File: src/rtl/pll_ctrl_pkg.sv
// Shared types and sizing helpers for the PLL lock sequencer.
package pll_ctrl_pkg;

  // Sequencer states.
  typedef enum logic [2:0] {
    StIdle,
    StPrst,
    StWaitLock,
    StStable,
    StRun,
    StRetry,
    StFault
  } pll_state_e;

  // Width of the retry counter (MAX_RETRIES is limited to 1..15).
  localparam int unsigned RetryCntW = 4;

  // Largest of three cycle counts; sizes the shared down-counter.
  function automatic int unsigned max3(input int unsigned a, input int unsigned b,
                                       input int unsigned c);
    int unsigned m;
    m = (a > b) ? a : b;
    m = (m > c) ? m : c;
    return m;
  endfunction

endpackage

File: src/rtl/sync_2ff.sv
// Two-flop synchronizer for a single asynchronous status bit, reset to 0.
module sync_2ff (
  input  logic clk,
  input  logic rst,
  input  logic d,
  output logic q
);

  logic meta_q;
  logic sync_q;

  // Two back-to-back flops; the first may go metastable, the second settles it.
  always_ff @(posedge clk) begin
    if (rst) begin
      meta_q <= 1'b0;
      sync_q <= 1'b0;
    end else begin
      meta_q <= d;
      sync_q <= meta_q;
    end
  end

  assign q = sync_q;

endmodule

File: src/rtl/pll_lock_sequencer.sv
// PLL power-up / recovery sequencer: pulses the PLL reset, qualifies LOCK as
// stable, then releases the downstream reset. Lock loss or timeout re-pulses
// the PLL a bounded number of times before latching a fault.
module pll_lock_sequencer
  import pll_ctrl_pkg::*;
#(
  parameter int unsigned RST_PULSE_CYCLES    = 16,
  parameter int unsigned LOCK_TIMEOUT_CYCLES = 65536,
  parameter int unsigned LOCK_STABLE_CYCLES  = 1024,
  parameter int unsigned MAX_RETRIES         = 3
) (
  input  logic                 clk,
  input  logic                 rst,
  input  logic                 enable,
  input  logic                 relock_req,
  input  logic                 pll_lock_async,
  output logic                 pll_rst,
  output logic                 dn_rst,
  output logic                 ready,
  output logic                 fault,
  output logic [RetryCntW-1:0] retry_cnt
);

  localparam int unsigned MaxCycles = max3(RST_PULSE_CYCLES, LOCK_TIMEOUT_CYCLES,
                                           LOCK_STABLE_CYCLES);
  localparam int unsigned CntW = (MaxCycles > 1) ? $clog2(MaxCycles) : 1;

  // The counter counts down to zero inclusive, so a load of N-1 gives N cycles.
  localparam logic [CntW-1:0] RstLoad     = CntW'(RST_PULSE_CYCLES - 1);
  localparam logic [CntW-1:0] TimeoutLoad = CntW'(LOCK_TIMEOUT_CYCLES - 1);
  localparam logic [CntW-1:0] StableLoad  = CntW'(LOCK_STABLE_CYCLES - 1);
  localparam logic [RetryCntW-1:0] MaxRetry = RetryCntW'(MAX_RETRIES);

  logic lock_s;

  pll_state_e           state_q, state_d;
  logic [CntW-1:0]      cnt_q, cnt_d;
  logic [RetryCntW-1:0] retry_q, retry_d;
  logic                 cnt_zero;

  logic pll_rst_q, pll_rst_d;
  logic dn_rst_q, dn_rst_d;
  logic ready_q, ready_d;
  logic fault_q, fault_d;

  sync_2ff u_lock_sync (
    .clk (clk),
    .rst (rst),
    .d   (pll_lock_async),
    .q   (lock_s)
  );

  assign cnt_zero = (cnt_q == '0);

  // Next-state, counter and retry bookkeeping.
  always_comb begin
    state_d = state_q;
    cnt_d   = cnt_q;
    retry_d = retry_q;

    if (relock_req) begin
      state_d = StPrst;
      cnt_d   = RstLoad;
      retry_d = '0;
    end else if (!enable && (state_q != StFault)) begin
      // Standby keeps the retry history; a latched fault stays latched.
      state_d = StIdle;
    end else begin
      case (state_q)
        StIdle: begin
          state_d = StPrst;
          cnt_d   = RstLoad;
        end
        StPrst: begin
          if (cnt_zero) begin
            state_d = StWaitLock;
            cnt_d   = TimeoutLoad;
          end else begin
            cnt_d = cnt_q - 1'b1;
          end
        end
        StWaitLock: begin
          if (lock_s) begin
            state_d = StStable;
            cnt_d   = StableLoad;
          end else if (cnt_zero) begin
            state_d = StRetry;
          end else begin
            cnt_d = cnt_q - 1'b1;
          end
        end
        StStable: begin
          if (!lock_s) begin
            // A dropout restarts the wait without consuming a retry.
            state_d = StWaitLock;
            cnt_d   = TimeoutLoad;
          end else if (cnt_zero) begin
            state_d = StRun;
            retry_d = '0;
          end else begin
            cnt_d = cnt_q - 1'b1;
          end
        end
        StRun: begin
          if (!lock_s) begin
            state_d = StRetry;
          end
        end
        StRetry: begin
          if (retry_q == MaxRetry) begin
            state_d = StFault;
          end else begin
            retry_d = retry_q + 1'b1;
            state_d = StPrst;
            cnt_d   = RstLoad;
          end
        end
        StFault: begin
          state_d = StFault;
        end
        default: begin
          state_d = StIdle;
        end
      endcase
    end
  end

  // Output decode from the next state so the registered outputs track the state.
  always_comb begin
    pll_rst_d = (state_d == StIdle) || (state_d == StPrst) || (state_d == StFault);
    dn_rst_d  = (state_d != StRun);
    ready_d   = (state_d == StRun);
    fault_d   = (state_d == StFault);
  end

  // State, counter and retry registers.
  always_ff @(posedge clk) begin
    if (rst) begin
      state_q <= StIdle;
      cnt_q   <= '0;
      retry_q <= '0;
    end else begin
      state_q <= state_d;
      cnt_q   <= cnt_d;
      retry_q <= retry_d;
    end
  end

  // Registered outputs.
  always_ff @(posedge clk) begin
    if (rst) begin
      pll_rst_q <= 1'b1;
      dn_rst_q  <= 1'b1;
      ready_q   <= 1'b0;
      fault_q   <= 1'b0;
    end else begin
      pll_rst_q <= pll_rst_d;
      dn_rst_q  <= dn_rst_d;
      ready_q   <= ready_d;
      fault_q   <= fault_d;
    end
  end

  assign pll_rst   = pll_rst_q;
  assign dn_rst    = dn_rst_q;
  assign ready     = ready_q;
  assign fault     = fault_q;
  assign retry_cnt = retry_q;

endmodule

File: config.mk
export PLATFORM = sky130hd
export DESIGN_NAME = pll_lock_sequencer
export DESIGN_NICKNAME = d
export VERILOG_FILES = /design/src/rtl/pll_ctrl_pkg.sv /design/src/rtl/sync_2ff.sv /design/src/rtl/pll_lock_sequencer.sv
export SDC_FILE = /design/constraint.sdc
export NUM_CORES = 1
export LEC_CHECK = 0
export ABC_AREA = 1
export ABC_CLOCK_PERIOD_IN_PS = 1900
export CAP_MARGIN = 0
export CORE_MARGIN = 5
export CORE_UTILIZATION = 45
export DETAILED_ROUTE_END_ITERATION = 10
export GPL_TIMING_DRIVEN = 0
export PLACE_DENSITY = 0.68
export SLEW_MARGIN = 20
export SYNTH_ARGS = -nofsm -noshare
export SYNTH_HDL_FRONTEND = slang
export SYNTH_SLANG_ARGS = --single-unit
export TNS_END_PERCENT = 1
File: constraint.sdc
create_clock -name clk -period 1.9 [get_ports clk]
set_clock_uncertainty 0.2 [all_clocks]
set_input_delay 0.38 -clock clk [delete_from_list [all_inputs] [get_ports clk]]
set_output_delay 0.38 -clock clk [all_outputs]
set_load 0.02 [all_outputs]
==> impl_results.md, run 1 <==
- Total placed cells including tap cells: 409
- Sequential cell area in the final layout: 586 um^2
- Critical Path Sink: retry_cnt[1]
- Number of placed I/O pins: 13
- Number of remaining DRC errors: 0
- HPWL after DPL: 3740 um
- Critical-path cell with the highest stage delay: clkdlybuf4s50_1
- Most frequent standard cell in the layout excluding fill and tap cells: nand2_1
- Type of the tightest min-delay check: reg2reg
- Number of flip-flops and latches in the synthesized netlist: 29
- Final critical-path share of the clock period: 97.9%
- Kind of start point of the critical path: register
- Clock slew at reported path FFs: 0.07 ns
- Maximum clock path buffer count: 2
- CTS tree: done
- R2r endpoint: cnt_q[0]
- Overall global routing resource usage: 17.3%
- Via count normalized by instance count: 4.97
- Critical path's top delay family: buffers and inverters
- Data arrival time of the critical path: 1.28 ns
- Crit-path max cell delay: 0.62 ns
- Area occupied by multi-input gates: 1350 um^2
- Buffering stage count on the worst path with inverters included: 1
- Post-synthesis area per instance: 5.94 um^2
- RSZ-0062 raised after global routing: true
- Clock buffer count from CTS: 5
- Post-synthesis cell area: 2050 um^2
- Number of nets produced by synthesis: 354
- Port Buffer Count: 12
- Stages on the worst setup path: 1
- Die width: 77.5 um
- Fraction of final layout cells sized beyond drive strength 1: 15.5%
- Portion of synthesized cell area occupied by the leading cell type: 28.3%
- Maximum number of pins on one net before global-route repair: 11
- Starting DRT DRC Count: 141
- Worst setup path class: reg2out
- Distinct cells, synth: 29
- Area growth, synth to finish: 17.4%
- Power density over cell area: 585 nW/um^2
- Source of the critical timing path: retry_cnt[1]
- DR vias: 2,081
- Seq/Total Area, Yosys: 28.3%
- Wirelength per Cell: 12.0 um
- Placed cell area: 2230 um^2
- Max Clk Rate: 0.537 GHz
- Total number of yosys warnings: 0
- Most frequent cells in the layout: nand2_1, inv_1, nor2_1
- Worst-margin pin slew: 0.282 ns
- Setup violation total in the final timing report: 0
- Fill cell total of the finished layout: 473
- Count of mapped cells out of synthesis: 345
- Clock insertion delay at the later pin of the skew report: 0.28 ns
- Vias in the first global route: 1,904
- Dpl ws: -0.336 ns
- Fin worst setup slack: 0.0393 ns
- Crit path required time: 1.32 ns
- Worst-path fanout max: 4
- Max-Cap Viols: 0
- R2R cell count: 9
- Core region area: 4380 um^2
- Share of the core filled with cells: 54.9%
- Cell type with the highest aggregate area in the netlist: dfxtp_1
- Cell breakdown of the critical path: clkdlybuf4s50_1
- Master cell of the clock root buffer: clkbuf_8
- Setup_tns: 0 ns
- Count of H-tree levels built during CTS: 2
- Antenna violations before repair: 0
- Wire length of the first global-routing pass: 8630 um
- Crit end category: output port
- Synth top area cells: dfxtp_1, nand2_1, inv_1
- Antenna violation net count after detailed routing: 0
- Hold Vio Cnt, Final: 0
- Initial core utilization: 46.7%
- Result of the run: finished, final reports clean
- Final wirelength: 5010 um
- Die outline height: 77.5 um
- Worst slew margin relative to its limit: 81.1%
- Standard-cell row count: 24
- Pins Over Slew Limit: 0
- Final layout net count: 375
- Static Leak: 1.22 nW
- Number of diodes added for antenna fixing: 0
- Total non-filler cell area in the finished layout: 2410 um^2
- Final GP Congestion: 0.864
- Final Non-Filler Cells: 419
- DR pass1 iterations: 4
- Leftover overflow at the end of global routing: 0
- Full die area: 6000 um^2
- Peak supply drop: 0.368 mV
- Worst-case register-to-register setup slack: 0.07 ns
- Final Critical Period: 1.86 ns
- Number of sinks driven by the clock tree: 29
- Critical R2R Launch: cnt_q[0]
==> Yosys cell counts <==
cell and count:
or2_2 2, nand4_1 3, nor4_1 1, clkbuf_1 1, o21ai_1 1, nand3_1 25
ha_1 4, nand2_2 7, xor2_1 2, nand2_1 124, inv_1 40, nor2_4 6
nor2_2 7, inv_2 3, nor3_1 2, nand3_2 1, a21oi_1 25, nor2_1 38
o21ai_0 12, nor4_2 1, or2_0 1, buf_4 1, nand3b_1 3, nand3_4 1
a21oi_2 1, o211ai_1 1, dfxtp_1 29, buf_2 2, o21a_1 1
==> final cells by class <==
cell class                 instances  share of cell area (%)
clock inverter                     2                   0.416
sequential                        29                    24.3
tap                               52                    2.70
multi-input combinational        269                    55.9
timing repair buffer              14                    5.77
inverter                          43                    6.81
clock buffer                       6                    3.02
buffer                             4                    1.04
==> layer usage <==
layer | GRT usage (%) | wire [um]
met1 | 21.7 | 2310
met2 | 30.1 | 2430
met3 | 4.05 | 221
met4 | 3.61 | 44
met5 | 0 | 0
==> metrics by stage <==
step / power [mW] / hold slack, ns
2_1_floorplan: 0.832 / 0.188
3_3_place_gp: 0.892 / 0.192
3_5_place_dp: 0.894 / 0.198
4_1_cts: 1.40 / 0.207
5_1_grt: 1.48 / 0.218
6_report: 1.41 / 0.204
==> worst min path at each step <==
stage	from	endpoint	slack [ns]	depth (start not counted)
final	u_lock_sync.meta_q	u_lock_sync.q	0.20	2
after floorplan	u_lock_sync.meta_q	u_lock_sync.q	0.19	2
after CTS	u_lock_sync.meta_q	u_lock_sync.q	0.21	2
after detailed placement	u_lock_sync.meta_q	u_lock_sync.q	0.20	2
after global placement	u_lock_sync.meta_q	u_lock_sync.q	0.19	2
after global routing	u_lock_sync.meta_q	u_lock_sync.q	0.22	2
==> registers in the layout, summed over array words and instances (netlist names) <==
| register | cells |
|---|---|
| ready | 1 |
| dn_rst | 1 |
| fault | 1 |
| u_lock_sync.meta_q | 1 |
| cnt_q | 16 |
| retry_cnt | 4 |
| u_lock_sync.q | 1 |
| state_q | 3 |
| pll_rst | 1 |
==> where the power goes <==
group / internal [mW] / switching, mW
registers: 0.621 / 0.0174
clock network: 0.254 / 0.252
logic: 0.0975 / 0.167
==> kinds of logic (layout without fill, tap and decap cells) <==
kind of cell / count (synthesis) / in the layout / share of synthesized area, %
compound gates: 41 / 41 / 10.4
xor+xnor: 2 / 2 / 0.855
fa+ha+maj: 4 / 4 / 2.44
buf+inv: 47 / 69 / 8.91
flops: 29 / 29 / 28.3
simple gates: 222 / 222 / 49.0
==> timing repair <==
action,CTS,global route
resized for setup,6,23
pin swaps,0,5
endpoints found under the setup margin,18,26
hold buffers,0,0
buffers inserted,1,1
Power figures use the tool's default switching activity.
==> run 2: changes to the inputs <==
- MAX_ROUTING_LAYER: not set -> met4
==> impl_results.md, run 2 (synthesized netlist as in run 1, its figures left out) <==
- Result of the run: finished, final reports clean
- Peak supply drop: 0.368 mV
- Master cell of the clock root buffer: clkbuf_8
- Final layout net count: 375
- Pins Over Slew Limit: 0
- Fin worst setup slack: 0.0403 ns
- Fraction of final layout cells sized beyond drive strength 1: 15.5%
- Static Leak: 1.22 nW
- Hold endpoint: u_lock_sync.q
- Die outline height: 77.5 um
- Final wirelength: 5020 um
- Register ranked first by flip-flop count: cnt_q
- Cell breakdown of the critical path: clkdlybuf4s50_1
- Antenna violation net count after detailed routing: 0
- Crit-path max cell delay: 0.62 ns
- Final Critical Period: 1.86 ns
- Wirelength per Cell: 12.0 um
- Area occupied by multi-input gates: 1350 um^2
- Dpl ws: -0.336 ns
- Count of H-tree levels built during CTS: 2
- Hold Vio Cnt, Final: 0
- Max Clk Rate: 0.538 GHz
- Wire length of the first global-routing pass: 8640 um
- DR pass1 iterations: 4
- Setup violation total in the final timing report: 0
- Kind of start point of the critical path: register
- Final critical-path share of the clock period: 97.9%
- Number of remaining DRC errors: 0
- Type of the tightest min-delay check: reg2reg
- Worst-margin pin slew: 0.282 ns
- Die width: 77.5 um
- Critical path's top delay family: buffers and inverters
- HPWL after DPL: 3740 um
- R2R cell count: 9
- Buffering stage count on the worst path with inverters included: 1
- Crit end category: output port
- Initial core utilization: 46.7%
- Full die area: 6000 um^2
- Standard-cell row count: 24
- Port Buffer Count: 12
- R2r endpoint: cnt_q[0]
- Cells on Worst Hold Path: 2
- Overall global routing resource usage: 17.8%
- Antenna violations before repair: 0
- Number of diodes added for antenna fixing: 0
- Most frequent cells in the layout: nand2_1, inv_1, nor2_1
- CTS tree: done
- Setup_tns: 0 ns
- Leftover overflow at the end of global routing: 0
- Starting DRT DRC Count: 139
- DR vias: 2,090
- Worst Hold Launch: u_lock_sync.meta_q
- Final GP Congestion: 0.878
- Critical R2R Launch: cnt_q[0]
- Power density over cell area: 585 nW/um^2
- Worst slew margin relative to its limit: 81.0%
- Sequential cell area in the final layout: 586 um^2
- Clock buffer count from CTS: 5
- Clock slew at reported path FFs: 0.07 ns
- Data arrival time of the critical path: 1.28 ns
- Worst-case register-to-register setup slack: 0.07 ns
- Worst-path fanout max: 4
- Number of sinks driven by the clock tree: 29
- Core region area: 4380 um^2
- Crit path required time: 1.32 ns
- Via count normalized by instance count: 4.99
- Maximum number of pins on one net before global-route repair: 11
- Number of placed I/O pins: 13
- Max-Cap Viols: 0
- Clock insertion delay at the later pin of the skew report: 0.28 ns
- Total of hold buffers inserted after clock tree synthesis: 0
- Most frequent standard cell in the layout excluding fill and tap cells: nand2_1
- Area growth, synth to finish: 17.4%
- Share of the core filled with cells: 54.9%
- Maximum clock path buffer count: 2
- Worst setup path class: reg2out
- Number of flip-flops in the largest register: 16
- Critical-path cell with the highest stage delay: clkdlybuf4s50_1
- Vias in the first global route: 1,905
- RSZ-0062 raised after global routing: true
- Worst hold margin: 0.204 ns
- Fill cell total of the finished layout: 473
-- run 2: cell counts in the layout (fill, tap and decap cells not counted) --
No cell type changed its count.
-- run 2: timing repair --
item | CTS | global route
endpoints found under the hold margin | 0 | 0
pin swaps | 0 | 5
resized for setup | 6 | 23
setup endpoints to repair | 18 | 26
buffers inserted | 1 | 1
-- run 2: how the worst max path moves through the flow --
stage / startpoint / end / slack, ns / cells past startpoint
2_1_floorplan: cnt_q[0] / cnt_q[0] / 0.20 / 9
3_3_place_gp: rst / cnt_q[4] / -0.33 / 5
3_5_place_dp: rst / cnt_q[9] / -0.34 / 5
4_1_cts: cnt_q[1] / cnt_q[0] / -0.003 / 9
5_1_grt: cnt_q[0] / cnt_q[0] / -0.06 / 9
6_report: retry_cnt[1] / retry_cnt[1] / 0.04 / 1
-- run 2: power breakdown --
part	switching (mW)	total, mW	internal, mW
Combinational	0.167	0.264	0.0975
Clock	0.251	0.505	0.254
Sequential	0.0175	0.639	0.621
-- run 2: worst reg2reg max path, stage by stage, from the launching register on --
cell and delay (ns):
dfxtp_2 0.34, inv_4 0.08, ha_4 0.14, nand3_1 0.08, nor2_1 0.10, nand3b_1 0.19
ha_1 0.34, nand2_1 0.06, o21a_1 0.11, a21oi_1 0.06
-- run 2: metal layers --
layer	wire length, um	GRT usage, %	vias to the layer above	share of wire [%]
met5	0	-	-	0
met4	32	3.61	0	0.64
met3	208	3.70	4	4.1
met2	2440	30.1	43	49
met1	2330	22.0	911	46
li1	-	-	1132	-
-- run 2: cell type report --
class                           count  area share [%]
Buffer                              4            1.04
Clock buffer                        6            3.02
Clock inverter                      2           0.416
Inverter                           43            6.81
Multi-Input combinational cell    269            55.9
Sequential cell                    29            24.3
Tap cell                           52            2.70
Timing Repair Buffer               14            5.77
-- run 2: stage by stage --
stage                     std cells  power (mW)  instance area, um^2
after floorplan                 345       0.832                 2050
after global placement          409       0.892                 2230
after detailed placement        409       0.894                 2230
after CTS                       418        1.40                 2330
after global routing            419        1.48                 2410
final                           419        1.41                 2410
